File: config.mk
export PLATFORM = sky130hd
export DESIGN_NAME = mem_access_stage
export DESIGN_NICKNAME = d
export VERILOG_FILES = /design/src/rtl/mem_access_stage.sv
export SDC_FILE = /design/constraint.sdc
export NUM_CORES = 1
export LEC_CHECK = 0
export CORE_AREA = 2 2 266 268
export DETAILED_ROUTE_END_ITERATION = 8
export DIE_AREA = 0 0 268 270
export GPL_TIMING_DRIVEN = 0
export SETUP_SLACK_MARGIN = 0.3
export SYNTH_ARGS = -nofsm -noshare
export SYNTH_HDL_FRONTEND = slang
export SYNTH_SLANG_ARGS = --single-unit
File: constraint.sdc
create_clock -name clk -period 23.3 [get_ports clk]
set_input_delay 4.66 -clock clk [delete_from_list [all_inputs] [get_ports clk]]
set_output_delay 4.66 -clock clk [all_outputs]
set_load 0.05 [all_outputs]
File: src/rtl/mem_access_stage.sv
// Memory stage behind Execute: ALU passthrough to writeback, or one Local Store quadword
// load/store over a req/ack handshake with timeout abort, then a registered writeback pulse.
module mem_access_stage #(
   parameter int DATA_W    = 128,
   parameter int LS_ADDR_W = 14,
   parameter int REG_W     = 7,
   parameter int TIMEOUT   = 255
) (
   input  logic                 clk,
   input  logic                 reset,
   input  logic                 ex_valid,
   input  logic                 ex_mem_read,
   input  logic                 ex_mem_write,
   input  logic                 ex_reg_write,
   input  logic [DATA_W-1:0]    ex_alu_result,
   input  logic [DATA_W-1:0]    ex_store_data,
   input  logic [REG_W-1:0]     ex_rt,
   input  logic                 flush,
   output logic                 ex_ready,
   output logic                 ls_req,
   output logic                 ls_we,
   output logic [LS_ADDR_W-1:0] ls_addr,
   output logic [DATA_W-1:0]    ls_wdata,
   input  logic                 ls_ack,
   input  logic [DATA_W-1:0]    ls_rdata,
   output logic                 wb_valid,
   output logic                 wb_reg_write,
   output logic [REG_W-1:0]     wb_rt,
   output logic [DATA_W-1:0]    wb_data,
   output logic                 ls_timeout
);

   localparam logic [0:0] IDLE   = 1'b0;
   localparam logic [0:0] ACCESS = 1'b1;
   localparam int CNT_W = (TIMEOUT < 2) ? 1 : $clog2(TIMEOUT);

   // writeback context captured at accept and replayed on completion
   typedef struct packed {
      logic [REG_W-1:0] rt;
      logic             rw;
   } wb_ctx_t;

   logic [0:0]       state;
   logic [CNT_W-1:0] to_cnt;
   wb_ctx_t          ctx;
   logic             accept;
   logic             is_mem;
   logic             to_limit;

   assign ex_ready = (state == IDLE);
   assign accept   = ex_valid & ex_ready & ~flush;
   assign is_mem   = ex_mem_read | ex_mem_write;
   assign to_limit = (to_cnt == CNT_W'(TIMEOUT - 1));

   always_ff @(posedge clk or posedge reset) begin
      if (reset) begin
         state        <= IDLE;
         to_cnt       <= '0;
         ctx          <= '0;
         ls_req       <= 1'b0;
         ls_we        <= 1'b0;
         ls_addr      <= '0;
         ls_wdata     <= '0;
         wb_valid     <= 1'b0;
         wb_reg_write <= 1'b0;
         wb_rt        <= '0;
         wb_data      <= '0;
         ls_timeout   <= 1'b0;
      end else begin
         wb_valid   <= 1'b0;
         ls_timeout <= 1'b0;
         if (state == IDLE) begin
            if (accept && is_mem) begin
               state    <= ACCESS;
               to_cnt   <= '0;
               ls_req   <= 1'b1;
               ls_we    <= ex_mem_write;
               ls_addr  <= ex_alu_result[LS_ADDR_W+3:4];
               ls_wdata <= ex_store_data;
               ctx.rt   <= ex_rt;
               // stores never write the register file, even if both mem bits are set
               ctx.rw   <= ex_reg_write & ~ex_mem_write;
            end else if (accept) begin
               wb_valid     <= 1'b1;
               wb_data      <= ex_alu_result;
               wb_rt        <= ex_rt;
               wb_reg_write <= ex_reg_write;
            end
         end else begin
            // ack wins over a timeout landing in the same cycle
            if (ls_ack) begin
               state        <= IDLE;
               ls_req       <= 1'b0;
               wb_valid     <= 1'b1;
               wb_rt        <= ctx.rt;
               wb_reg_write <= ls_we ? 1'b0 : ctx.rw;
               wb_data      <= ls_we ? '0 : ls_rdata;
            end else if (to_limit) begin
               state        <= IDLE;
               ls_req       <= 1'b0;
               ls_timeout   <= 1'b1;
               wb_valid     <= 1'b1;
               wb_rt        <= ctx.rt;
               wb_reg_write <= 1'b0;
               wb_data      <= '0;
            end else begin
               to_cnt <= to_cnt + CNT_W'(1);
            end
         end
      end
   end

endmodule

==> impl_summary.md <==
Pwr
Summed over all cells, the static leakage comes to between 9 and 10 nW. The post-route total power is ~2.3 mW. Across the VDD grid, the largest voltage drop is 0.0000550 V.

The power density over cell area is between 100 and 150 nW/um^2.

Timing
The final count of pins violating max slew was 0. Setup repair after global routing left no endpoint under its margin. Counting I/O delays and the setup requirement, the final critical path takes between 7 and 8 ns. The actual transition at the worst max-transition pin is around 0.87 ns. Setup violations remaining at the end of the flow were counted as 0. Headroom to the max-slew limit came out at a little over two fifths. The setup TNS is 0 ns.

The post-route clock period utilization is around a third. Static timing analysis puts the maximum clock frequency at ~140 MHz. The clock tree skew after final layout is between 0.01 and 0.015 ns. The number of endpoints with negative hold slack in the final report is 0.

Placement
At the end of routability-driven placement, the weighted congestion stood at between 0.8 and 0.9. The standard cell area after detailed placement is around 21000 um^2. The number of buffer cells added on primary ports is around 680. The number of placed instances, taps included, is 2929. Detailed placement finished with a half-perimeter wire length of slightly below 50000 um.

Floorplanning
The starting density of the core is a little under a fifth. The top-level port count is a little under 700. The initialized floorplan defines 97 standard-cell rows. The floorplan step defined a core boundary enclosing between 60000 and 70000 um^2.

The die covers slightly above 70000 um^2. From left edge to right edge, the die measures roughly 270 um. The floorplan die height is ~270 um.

Drt
The post-detailed-routing wire length is approximately 62000 um. In this run, the number of DRC markers left after iteration 0 of detailed routing was about 580. Summing over every cut layer, the via total after detailed routing is roughly 13000. The mean number of vias per cell is roughly 4.3. Dividing the detail-routed wire length by the instance count gives between 20 and 25 um. The count of nets left with antenna violations once routing finished came out at 0. The remaining design rule violation count is 0. Before antenna repair, the detailed router went through 4 iterations.

Yosys
Summing every instance area after synthesis gives 12800 um^2. Ranked by instance count, the synthesized netlist is headed by sky130_fd_sc_hd__nand2_1, sky130_fd_sc_hd__dfrtp_1, sky130_fd_sc_hd__a21oi_1, sky130_fd_sc_hd__o221a_2, sky130_fd_sc_hd__o221a_1. The number of different library cells in the post-synthesis netlist is 36. The most used flip-flop cell after synthesis is sky130_fd_sc_hd__dfrtp_1. Ranked by total cell area, the synthesized netlist is headed by sky130_fd_sc_hd__dfrtp_1, sky130_fd_sc_hd__nand2_1, sky130_fd_sc_hd__o221a_2, sky130_fd_sc_hd__a21oi_1, sky130_fd_sc_hd__o221a_1. The number of synthesized flops with an enable pin is 0.

sky130_fd_sc_hd__nand2_1 is the most common cell in the netlist. Counting every net in the synthesized netlist gives roughly 1700. Summing the sequential cell areas from Yosys gives about three fifths of the chip area. The synthesis warning total is 0. The cell type with the largest total area after synthesis is sky130_fd_sc_hd__dfrtp_1. Counting flops and latches in the post-synthesis netlist gives 299. Summed over its instances, the top area cell type makes up 58.6% of the synthesized netlist area. For this run, asynchronously set or reset flops after synthesis account for 100%. The synthesized area per cell is roughly 9.8 um^2. The instance count of the mapped netlist is between 1000 and 1500.

Clock network
The later pin in the worst-skew pair is clocked with a latency of around 0.54 ns. After clock tree synthesis, the clock-pin slew on the worst setup and hold paths is ~0.06 ns. Counting every sink on the clock net gives about 300. Buffers inserted to repair hold after CTS numbered 0. TritonCTS created 37 clock buffers.

The clock passes through at most 3 buffers. The root cell of the clock tree is sky130_fd_sc_hd__clkbuf_16. The H-tree depth is 2. The number of setup buffers added after CTS is 0. TritonCTS built the clock tree. The post-CTS resize count is 0.

Global route
The global-route wire length before repair is a little under 90000 um. The number of antenna violations at the first check in global routing came to 5. The remaining global-route overflow is 0. Entering global routing, the biggest net connects around 110 pins. The number of global-route vias before repair is 13665. For this run, the total global-route usage over all layers was measured as about 17%.

Setup path
The slowest stage cell on the critical path is sky130_fd_sc_hd__clkdlybuf4s50_1. The endpoint of the worst-slack reg-to-reg timing path is wb_data[15]. The cell depth of the worst setup path is 3.

The startpoint identified for the worst register-to-register timing path is state. Grouping stages by cell kind, the critical path spends the most delay in buffers and inverters. Of all nets on the critical path, the largest fanout is 10. The largest single stage delay on the critical path is 0.91 ns. The worst path required time is ~19 ns. The category of the worst setup path launch point is a flip-flop. The internal reg-to-reg setup slack is a little over 20 ns. The most critical setup path has its endpoint at ex_ready. The arrival time of the worst setup path is ~2.7 ns. Together, buffers and inverters on the worst path number 3. The worst setup path is captured at a primary output. The origin of the worst setup path is state. The start-to-end type of the worst setup path is reg2out. The critical path goes through inv_1 -> clkbuf_1 -> clkdlybuf4s50_1.

The length in cells of the worst reg-to-reg path is 6.

Cells and area
Cells with a size suffix above 1 make up 9.68% of the layout. Once layout is done, the placed cells without fillers occupy ~22000 um^2. The final cell count without fillers is 2996. The layout overhead on the synthesized area is 72.6%. The final layout net count is roughly 2400.

Outcome
The run finished with clean final reports.

Run
The number of max-cap violations is 0.

Hold path
The path class of the tightest hold or removal check is reg2reg.
-- state kept, by name (all words and copies together) (netlist names), 7 cells and up --
name and cells:
ls_wdata 128, wb_data 128, ls_addr 14, ctx 8
to_cnt 8, wb_rt 7
-- power by group --
group | total [mW] | internal (mW) | switching (mW)
clock | 0.581 | 0.346 | 0.235
combinational | 1.03 | 0.363 | 0.663
sequential | 0.732 | 0.647 | 0.0853
-- through the flow --
step,hold WS [ns],worst slack (ns),util [%]
final,0.472,15.98,31.7
after global routing,0.494,15.81,31.7
after CTS,0.476,15.85,31.7
after detailed placement,0.461,15.62,29.9
after global placement,0.459,6.12,29.9
after floorplan,0.439,10.38,-
-- cell families after synthesis --
family          after synthesis  synth area share [%]
compound gates              281                  18.0
xor+xnor                      2                 0.137
fa+ha+maj                     2                 0.196
buf+inv                     108                  4.42
flops                       299                  58.6
mux                           1                0.0784
simple gates                613                  18.6
-- cells in the final DEF, fill, tap and decap left out, drive strengths merged, types with 2 or more instances in the layout --
cell,netlist,routed
clkdlybuf4s50,0,681
nand2,585,585
dfrtp,299,299
o221a,136,136
a21oi,129,129
clkbuf,48,105
buf,57,59
nand2b,8,8
nand3,6,6
o21ai,5,5
clkinv,0,5
o211ai,4,4
inv,3,4
nor2,3,3
nor2b,3,3
a21o,3,3
o31ai,2,2
ha,2,2
bufinv,0,2
nor3b,2,2
-- per-layer routing --
| metal | vias up | global-route usage (%) | wire (um) |
|---|---|---|---|
| met3 | 94 | 4.60 | 4760 |
| li1 | 5922 | - | - |
| met4 | 6 | 5.40 | 1940 |
| met1 | 6187 | 18.4 | 23700 |
| met2 | 576 | 30.1 | 31200 |
| met5 | - | 0 | 34 |
-- worst register-to-register path, cell delays in order, from the launching register on --
cell and delay, ns:
sky130_fd_sc_hd__dfrtp_1 0.49, sky130_fd_sc_hd__inv_1 0.30, sky130_fd_sc_hd__clkbuf_1 0.70, sky130_fd_sc_hd__clkbuf_1 0.68, sky130_fd_sc_hd__a21oi_1 0.13, sky130_fd_sc_hd__nand2_1 0.29, sky130_fd_sc_hd__o221a_1 0.23
-- worst min path at each step --
stage                             from            to  slack, ns  cells past startpoint
after detailed placement   ls_addr[12]   ls_addr[12]       0.46                      2
after CTS                  ls_addr[12]   ls_addr[12]       0.48                      2
final                      ls_addr[12]   ls_addr[12]       0.47                      2
after global placement     ls_addr[12]   ls_addr[12]       0.46                      2
after floorplan                 ctx[0]        ctx[0]       0.44                      2
after global routing      ls_wdata[14]  ls_wdata[14]       0.49                      2
-- cell type report --
cell class,instances,area (um^2)
fill,7138,47500
sequential,299,7480
timing repair buffer,683,6870
multi-input combinational,899,4730
tap,940,1180
clock buffer,57,1090
buffer,105,553
clock inverter,9,128
inverter,3,18.8
antenna,1,2.50
No activity file was read; power rests on OpenSTA's default activity.
